**src/rtl/riscv_pkg.sv**
```systemverilog
// rtl/riscv_pkg.sv - shared encodings for the unified memory arbiter
package riscv_pkg;

  localparam int XLEN = 32;

  typedef enum logic {ST_IDLE = 1'b0, ST_WAIT = 1'b1} arb_state_e;
  typedef enum logic {OWN_IF = 1'b0, OWN_DM = 1'b1} arb_owner_e;

endpackage

```
**src/rtl/arb_starve_ctr.sv**
```systemverilog
// rtl/arb_starve_ctr.sv - saturating count of DM grants made while IF waits
module arb_starve_ctr #(
  parameter int MAX = 4
) (
  input  logic clk,
  input  logic rst,
  input  logic inc_i,
  input  logic clr_i,
  output logic sat_o
);

  localparam int W = (MAX < 1) ? 1 : $clog2(MAX + 1);

  logic [W-1:0] cnt_q, cnt_d;

  assign sat_o = (cnt_q == W'(MAX));

  always_comb begin
    cnt_d = cnt_q;
    if (clr_i) begin
      cnt_d = '0;
    end else if (inc_i && !sat_o) begin
      cnt_d = cnt_q + 1'b1;
    end
  end

  always_ff @(posedge clk or negedge rst) begin
    if (!rst) cnt_q <= '0;
    else      cnt_q <= cnt_d;
  end

endmodule

```
**src/rtl/unified_mem_arbiter.sv**
```systemverilog
// rtl/unified_mem_arbiter.sv - shares one single-port memory between fetch and data stages
module unified_mem_arbiter
  import riscv_pkg::*;
#(
  parameter int ADDR_W     = XLEN,
  parameter int DATA_W     = XLEN,
  parameter int STARVE_MAX = 4,
  parameter int TIMEOUT    = 16
) (
  input  logic                clk,
  input  logic                rst,
  input  logic                if_req,
  input  logic [ADDR_W-1:0]   if_addr,
  output logic                if_rvalid,
  output logic [DATA_W-1:0]   if_rdata,
  input  logic                dm_req,
  input  logic                dm_we,
  input  logic [ADDR_W-1:0]   dm_addr,
  input  logic [DATA_W-1:0]   dm_wdata,
  input  logic [DATA_W/8-1:0] dm_be,
  output logic                dm_rvalid,
  output logic [DATA_W-1:0]   dm_rdata,
  output logic                mem_req,
  output logic                mem_we,
  output logic [ADDR_W-1:0]   mem_addr,
  output logic [DATA_W-1:0]   mem_wdata,
  output logic [DATA_W/8-1:0] mem_be,
  input  logic                mem_rvalid,
  input  logic [DATA_W-1:0]   mem_rdata,
  output logic                stall_if,
  output logic                stall_mem,
  output logic                err_timeout,
  output logic                err_spur
);

  localparam int BE_W = DATA_W / 8;
  localparam int TW   = $clog2(TIMEOUT + 1);

  arb_state_e          state_q, state_d;
  arb_owner_e          owner_q, owner_d;
  logic                we_q, we_d;
  logic [ADDR_W-1:0]   addr_q, addr_d;
  logic [TW-1:0]       tmo_q, tmo_d;
  logic                if_rvalid_q, if_rvalid_d;
  logic                dm_rvalid_q, dm_rvalid_d;
  logic [DATA_W-1:0]   if_rdata_q, if_rdata_d;
  logic [DATA_W-1:0]   dm_rdata_q, dm_rdata_d;
  logic                err_tmo_q, err_tmo_d;
  logic                err_spur_q, err_spur_d;
  logic                issue, grant_if, grant_dm, starve_sat;

  arb_starve_ctr #(.MAX(STARVE_MAX)) u_starve (
    .clk   (clk),
    .rst   (rst),
    .inc_i (grant_dm & if_req),
    .clr_i (grant_if | ~if_req),
    .sat_o (starve_sat)
  );

  always_comb begin
    state_d     = state_q;
    owner_d     = owner_q;
    we_d        = we_q;
    addr_d      = addr_q;
    tmo_d       = tmo_q;
    if_rvalid_d = 1'b0;
    dm_rvalid_d = 1'b0;
    if_rdata_d  = if_rdata_q;
    dm_rdata_d  = dm_rdata_q;
    err_tmo_d   = err_tmo_q;
    err_spur_d  = err_spur_q;
    issue       = 1'b0;
    grant_if    = 1'b0;
    grant_dm    = 1'b0;
    case (state_q)
      ST_IDLE: begin
        if (mem_rvalid) err_spur_d = 1'b1;
        // No issue during a response pulse: the requester still shows the request it just completed.
        if (rst && !(if_rvalid_q || dm_rvalid_q) && (if_req || dm_req)) begin
          issue    = 1'b1;
          grant_dm = dm_req && !(if_req && starve_sat);
          grant_if = !grant_dm;
          owner_d  = grant_dm ? OWN_DM : OWN_IF;
          we_d     = grant_dm & dm_we;
          addr_d   = grant_dm ? dm_addr : if_addr;
          tmo_d    = '0;
          state_d  = ST_WAIT;
        end
      end
      ST_WAIT: begin
        if (mem_rvalid) begin
          state_d = ST_IDLE;
          if (owner_q == OWN_IF) begin
            if_rvalid_d = 1'b1;
            if_rdata_d  = mem_rdata;
          end else begin
            dm_rvalid_d = 1'b1;
            if (!we_q) dm_rdata_d = mem_rdata;
          end
        end else if (tmo_q == TW'(TIMEOUT - 1)) begin
          err_tmo_d = 1'b1;
          state_d   = ST_IDLE;
        end else begin
          tmo_d = tmo_q + 1'b1;
        end
      end
      default: state_d = ST_IDLE;
    endcase
  end

  always_ff @(posedge clk or negedge rst) begin
    if (!rst) begin
      state_q     <= ST_IDLE;
      owner_q     <= OWN_IF;
      we_q        <= 1'b0;
      addr_q      <= '0;
      tmo_q       <= '0;
      if_rvalid_q <= 1'b0;
      dm_rvalid_q <= 1'b0;
      if_rdata_q  <= '0;
      dm_rdata_q  <= '0;
      err_tmo_q   <= 1'b0;
      err_spur_q  <= 1'b0;
    end else begin
      state_q     <= state_d;
      owner_q     <= owner_d;
      we_q        <= we_d;
      addr_q      <= addr_d;
      tmo_q       <= tmo_d;
      if_rvalid_q <= if_rvalid_d;
      dm_rvalid_q <= dm_rvalid_d;
      if_rdata_q  <= if_rdata_d;
      dm_rdata_q  <= dm_rdata_d;
      err_tmo_q   <= err_tmo_d;
      err_spur_q  <= err_spur_d;
    end
  end

  assign mem_req     = issue;
  assign mem_we      = grant_dm & dm_we;
  assign mem_addr    = grant_dm ? dm_addr : (grant_if ? if_addr : '0);
  assign mem_wdata   = grant_dm ? dm_wdata : '0;
  assign mem_be      = grant_dm ? dm_be : (grant_if ? {BE_W{1'b1}} : '0);
  assign if_rvalid   = if_rvalid_q;
  assign dm_rvalid   = dm_rvalid_q;
  assign if_rdata    = if_rdata_q;
  assign dm_rdata    = dm_rdata_q;
  assign stall_if    = if_req & ~if_rvalid_q;
  assign stall_mem   = dm_req & ~dm_rvalid_q;
  assign err_timeout = err_tmo_q;
  assign err_spur    = err_spur_q;

  // A held request must keep its address until its response arrives.
  a_if_addr_stable: assert property (@(posedge clk) disable iff (!rst)
    (state_q == ST_WAIT && owner_q == OWN_IF && if_req) |-> (if_addr == addr_q));
  a_dm_addr_stable: assert property (@(posedge clk) disable iff (!rst)
    (state_q == ST_WAIT && owner_q == OWN_DM && dm_req) |-> (dm_addr == addr_q));

endmodule
```
**config.mk**
```make
export PLATFORM = sky130hd
export DESIGN_NAME = unified_mem_arbiter
export DESIGN_NICKNAME = d
export VERILOG_FILES = /design/src/rtl/riscv_pkg.sv /design/src/rtl/arb_starve_ctr.sv /design/src/rtl/unified_mem_arbiter.sv
export SDC_FILE = /design/constraint.sdc
export NUM_CORES = 1
export LEC_CHECK = 0
export BUFFER_PORTS_ARGS = -buffer_cell sky130_fd_sc_hd__buf_2
export CAP_MARGIN = 20
export CORE_AREA = 2 2 108 110
export DETAILED_ROUTE_END_ITERATION = 16
export DIE_AREA = 0 0 110 112
export PLACE_DENSITY_LB_ADDON = 0.3
export SLEW_MARGIN = 20
export SYNTH_ARGS = -nofsm -noshare
export SYNTH_HDL_FRONTEND = slang
export SYNTH_SLANG_ARGS = --single-unit
export TNS_END_PERCENT = 1
```
**constraint.sdc**
```tcl
create_clock -name clk -period 2.5 [get_ports clk]
set_input_delay 0.5 -clock clk [delete_from_list [all_inputs] [get_ports clk]]
set_output_delay 0.5 -clock clk [all_outputs]
set_load 0.02 [all_outputs]
```
# Word level (Yosys, flattened, before mapping)
# Cells that the tools add are included.
# totals
elab_cells,76
output_inout_bits,140
input_bits,138
reg_bits,79
# op_classes
add_sub_neg,2
n_reduce_logical,18
bitwise_logic,13
eq_ne,5
mux,27
# op_table
op,n
32-bit 2-to-1 mux,3
1-bit 2-to-1 mux,15
5-bit 2-to-1 mux,3
5-bit case mux with 2 select lines,1
3-bit AND reduction,3
4-bit 2-to-1 mux,2
1-bit inverter,7
3-bit 2-to-1 mux,2
2-bit inequality test (second input constant),3
5-bit by 1-bit adder with 5-bit output (second input constant),1
1-bit AND,5
5-bit by 4-bit == test with 1-bit output (second input constant),1
1-bit logical AND,5
1-bit zero test,4
2-bit AND reduction,2
4-bit AND reduction,1
3-bit by 1-bit adder with 3-bit output (second input constant),1
3-bit == test (second input constant),1
1-bit logical OR,2
1-bit case mux with 2 select lines,1
2-bit nonzero test,1
1-bit OR,1

# Longest topological paths before layout
# logic_depth
depth_word,10
ltp_mapped,7
ltp_nobuf,6

# Cells and area by module
# From an unflattened synthesis, not the netlist that was laid out.
# hier_totals
hier_cells,359
hier_area_um2,3839.9
# modules_own_cells
mod,instances,area_each_um2,cells_each,seq_area_each_um2
unified_mem_arbiter,1,3647.2,341,1901.8
arb_starve_ctr,1,192.7,18,75.1

# Worst setup path before layout
# Ideal clock, no wire load.
# synth_timing
path_kind,register -> output
start,register if_rvalid_q (netlist: if_rvalid)
end,output mem_wdata[22]
path_slack_ps,319
arrival_ps,1681
required_time_ps,2000
path_stages_with_launch,5
n_path_buf,1
cell_sequence,dfrtp_1 > or4b_4 > nor3_4 > buf_6 > and2_1
# synth_between
elab_chain_cells,7
# synth_rtl
item,line,rtl
"start, declared",unified_mem_arbiter.sv:44,"logic if_rvalid_q, if_rvalid_d;"
"start signal, assigned",unified_mem_arbiter.sv:130,if_rvalid_q <= if_rvalid_d;
1-bit logical OR,unified_mem_arbiter.sv:79,if (rst && !(if_rvalid_q || dm_rvalid_q) && (if_req || dm_req)) begin
1-bit zero test,unified_mem_arbiter.sv:79,
1-bit logical AND (2 in a row),unified_mem_arbiter.sv:79,
1-bit 2-to-1 mux,unified_mem_arbiter.sv:79,
1-bit 2-to-1 mux,unified_mem_arbiter.sv:75,case (state_q)
32-bit 2-to-1 mux,unified_mem_arbiter.sv:142,assign mem_wdata = grant_dm ? dm_wdata : '0;
"end, declared",unified_mem_arbiter.sv:26,"output logic [DATA_W-1:0] mem_wdata,"
# Every way passes these cells.

# Worst setup path after layout
# layout_timing
start,register state_q
end,output mem_addr[29]
# layout_between
elab_chain_cells,3
word_cells_on_any_way,4
classes_between,mux (4)
# layout_rtl
item,line,rtl
"start, declared",unified_mem_arbiter.sv:39,"arb_state_e state_q, state_d;"
"start signal, assigned",unified_mem_arbiter.sv:125,state_q <= state_d;
1-bit 2-to-1 mux,unified_mem_arbiter.sv:75,
32-bit 2-to-1 mux,unified_mem_arbiter.sv:141,assign mem_addr = grant_dm ? dm_addr : (grant_if ? if_addr : '0);
32-bit 2-to-1 mux *,unified_mem_arbiter.sv:141,
"end, declared",unified_mem_arbiter.sv:25,"output logic [ADDR_W-1:0] mem_addr,"
# Every way passes the cells marked *; elsewhere a longest branch is shown, timed or not.

==> impl_metrics.env <==
export IMPL_antenna_found_initial=0
export IMPL_drc_errors=0
export IMPL_overflow=0
export IMPL_route_vias_total=3987
export IMPL_finalCritPeriodShare_pct=100.6
export IMPL_avgSynthCellArea_um2=10.85
export IMPL_synth_compound_area_share_pct=11.47
export IMPL_synthMuxAreaShare_pct=18.50
export IMPL_synth_xor_area_share_pct=0
export IMPL_wl_per_cell_um=16.63
export IMPL_synth_cells=364
export IMPL_drive_gt1_share_pct=64.27
export IMPL_p_per_area_nw_per_um2=1016
export IMPL_die_area_um2=12320
export IMPL_fmax_ghz=0.3975
export IMPL_seq_area_frac_synth_pct=50.05
export IMPL_maxSlewViolCount=0
export IMPL_rr_worst_depth=6
export IMPL_cts_inserted_buffers=9
export IMPL_portBuffers=277
export IMPL_worstHoldPathType="in -> async"
export IMPL_rsz0062_at_grt="yes"
export IMPL_worstSetupEndpointType="primary output"
export IMPL_num_nets_final=792
export IMPL_die_h_um=112
export IMPL_synth_seq_cells=79
export IMPL_ioPinCount=278
export IMPL_grt_pass1_wl_mm=19.07
export IMPL_violations="negative setup slack"
export IMPL_synth_cell_type_count=35
export IMPL_worst_slack_ns=-0.01599
export IMPL_synth_area_leaders="dfrtp_1 50%, mux2_2 17%, and2_1 5.4%"
export IMPL_clock_latency_ns=0.33
export IMPL_cts_buffer_depth=2
export IMPL_htreeDepth=3
export IMPL_area_growth_pct=59.42
export IMPL_ir_drop_mv=0.7709
export IMPL_grt_total_usage_pct=19.96
export IMPL_critPathArrivalTime_ns=2.02
export IMPL_ys_warnings_count=0
export IMPL_cts_sinks=79
export IMPL_clockRootBuffer="clkbuf_16"
export IMPL_synth_top_family_by_area="multiplexers"
export IMPL_p_total_mw=6.400
export IMPL_hold_violations=0
export IMPL_synthSimpleGateAreaFrac_pct=13.81
export IMPL_hold_buffers=0
export IMPL_critical_path_startpoint_type="flop"
export IMPL_dieWidth_um=110
export IMPL_syn_area_um2=3950
export IMPL_tightest_slew_ns=0.6995
export IMPL_final_common_cell="buf_2"
export IMPL_status="finished with violations"
export IMPL_grt_pass1_vias=3835
export IMPL_max_slew_margin_rel_pct=53.37
export IMPL_firstDrtPassIters=5
export IMPL_grt_max_degree=57
export IMPL_drt_first_iter_violations=324
export IMPL_initial_utilization_pct=35.35
export IMPL_fin_crit_ns=2.516
export IMPL_worstPathRequired_ns=2.00
export IMPL_core_um2=11170
export IMPL_crit_fanout=15
export IMPL_gp_congestion=0.7506
export IMPL_dpl_hpwl_mm=9.520
export IMPL_yosysTopAreaCell="dfrtp_1"
export IMPL_placementRows=39
export IMPL_synth_top_area_share_pct=50.05
export IMPL_fin_worst_skew_ns=0.006386
export IMPL_final_util_pct=56.35
export IMPL_setup_violations=12
export IMPL_layout_common_cells="232 x buf_2, 77 x dfrtp_1, 61 x mux2_2, 36 x o21ai_0"
export IMPL_detail_route_vias_per_cell=4.990
export IMPL_ant_nets=0
export IMPL_yosys_area_share_adder_pct=1.267
export IMPL_clkTransAtPathRegs_ns=0.06
export IMPL_p_leak_nw=3.225
export IMPL_path_class="reg -> out"
export IMPL_routed_wl_mm=13.28
export IMPL_final_fill_count=987
export IMPL_maxCapViolCount=0
export IMPL_synth_fp_nets=506
export IMPL_cts_tree="built"
## report_power, final
group	switching [mW]	internal [mW]	total [mW]
Clock	0.491	0.926	1.42
Combinational	1.61	1.25	2.85
Sequential	0.284	1.85	2.13
Total	2.38	4.02	6.40
## routing by layer
layer / vias up / wire length [um] / GRT usage, %
met3: 22 / 1274 / 6.089
met4: 0 / 224 / 7.848
li1: 1850 / - / -
met1: 1918 / 5092 / 23.07
met2: 197 / 6692 / 34.07
met5: - / 0 / 0
## logic make-up after synthesis
group | Yosys count
and+or+nand+nor | 95
AOI/OAI and AO/OA | 83
DFF | 79
muxes | 65
buffers and inverters | 38
adders and majority gates | 4
## cell type report
cell class / instances / area, um^2 / share of cell area [%]
Timing Repair Buffer: 304 / 1896 / 30.10
Tap cell: 143 / 178.9 / 2.841
Antenna cell: 1 / 2.502 / 0.03974
Inverter: 9 / 33.78 / 0.5365
Clock buffer: 11 / 252.7 / 4.014
Sequential cell: 79 / 1979 / 31.43
Multi-Input combinational cell: 247 / 1874 / 29.76
Clock inverter: 5 / 80.08 / 1.272
## cell usage after synthesis
master / number
buf_6: 6
nand2b_1: 1
ha_1: 4
clkinv_1: 1
or3b_1: 1
nand3_1: 35
nand4_1: 2
o32ai_1: 1
o21ai_2: 1
inv_1: 8
a22o_1: 1
or4b_4: 1
nor2_1: 2
mux2_2: 61
a21o_1: 2
and3_1: 3
o31a_1: 1
a21oi_1: 34
o21ai_0: 36
mux2_1: 3
dfrtp_1: 79
nor3_1: 2
nor4b_1: 1
mux2i_1: 1
or3_1: 3
a31o_2: 1
o21a_1: 4
and2_1: 34
o22ai_1: 1
a21boi_0: 1
nor2b_1: 1
buf_2: 5
clkbuf_1: 18
nor3_4: 1
nand2_1: 8
## registers in the layout, summed over array words and instances (netlist names)
signal / flops
dm_rdata: 32
if_rdata: 32
tmo_q: 5
u_starve.cnt_q: 3
dm_rvalid: 1
err_spur: 1
err_timeout: 1
if_rvalid: 1
owner_q: 1
state_q: 1
we_q: 1
## worst paths after layout
| kind | startpoint | slack [ns] | to |
|---|---|---|---|
| min in group clk | mem_rdata[7] | 0.39 | dm_rdata[7] |
| worst min-delay path | rst | 0.18 | owner_q |
| worst min register to register | err_spur | 0.47 | err_spur |
| worst max-delay path | state_q | -0.02 | mem_addr[29] |
| max in group asynchronous | rst | 1.70 | if_rdata[25] |
| worst max register to register | tmo_q[0] | 0.35 | tmo_q[3] |
## per-stage QoR
stage                     TNS [ns]  cell area [um^2]  setup WS [ns]  cells  hold slack, ns
after floorplan                  0              3950         0.3195    364          0.2044
after global placement           0              5480         0.1575    768          0.4510
after detailed placement         0              5480        0.09986    768          0.4608
after CTS                   -2.356              6107       -0.07999    791          0.1789
after global routing        -2.264              6295       -0.07940    798          0.2052
final                      -0.1109              6297       -0.01599    799          0.1811
## worst max-delay path: stages (launching register included)
cell	delay, ns
dfrtp_2	0.41
buf_4	0.14
nor4b_2	0.27
buf_4	0.16
o21ai_2	0.12
buf_6	0.19
a21oi_1	0.21
buf_4	0.19
## timing repair
| action | CTS | global route |
|---|---|---|
| pin swaps | 4 | 28 |
| setup buffers | 6 | 6 |
| gates resized for setup | 76 | 41 |
| cloned | 1 | 1 |
| setup endpoints to repair | 39 | 70 |
Power figures use the tool's default switching activity.
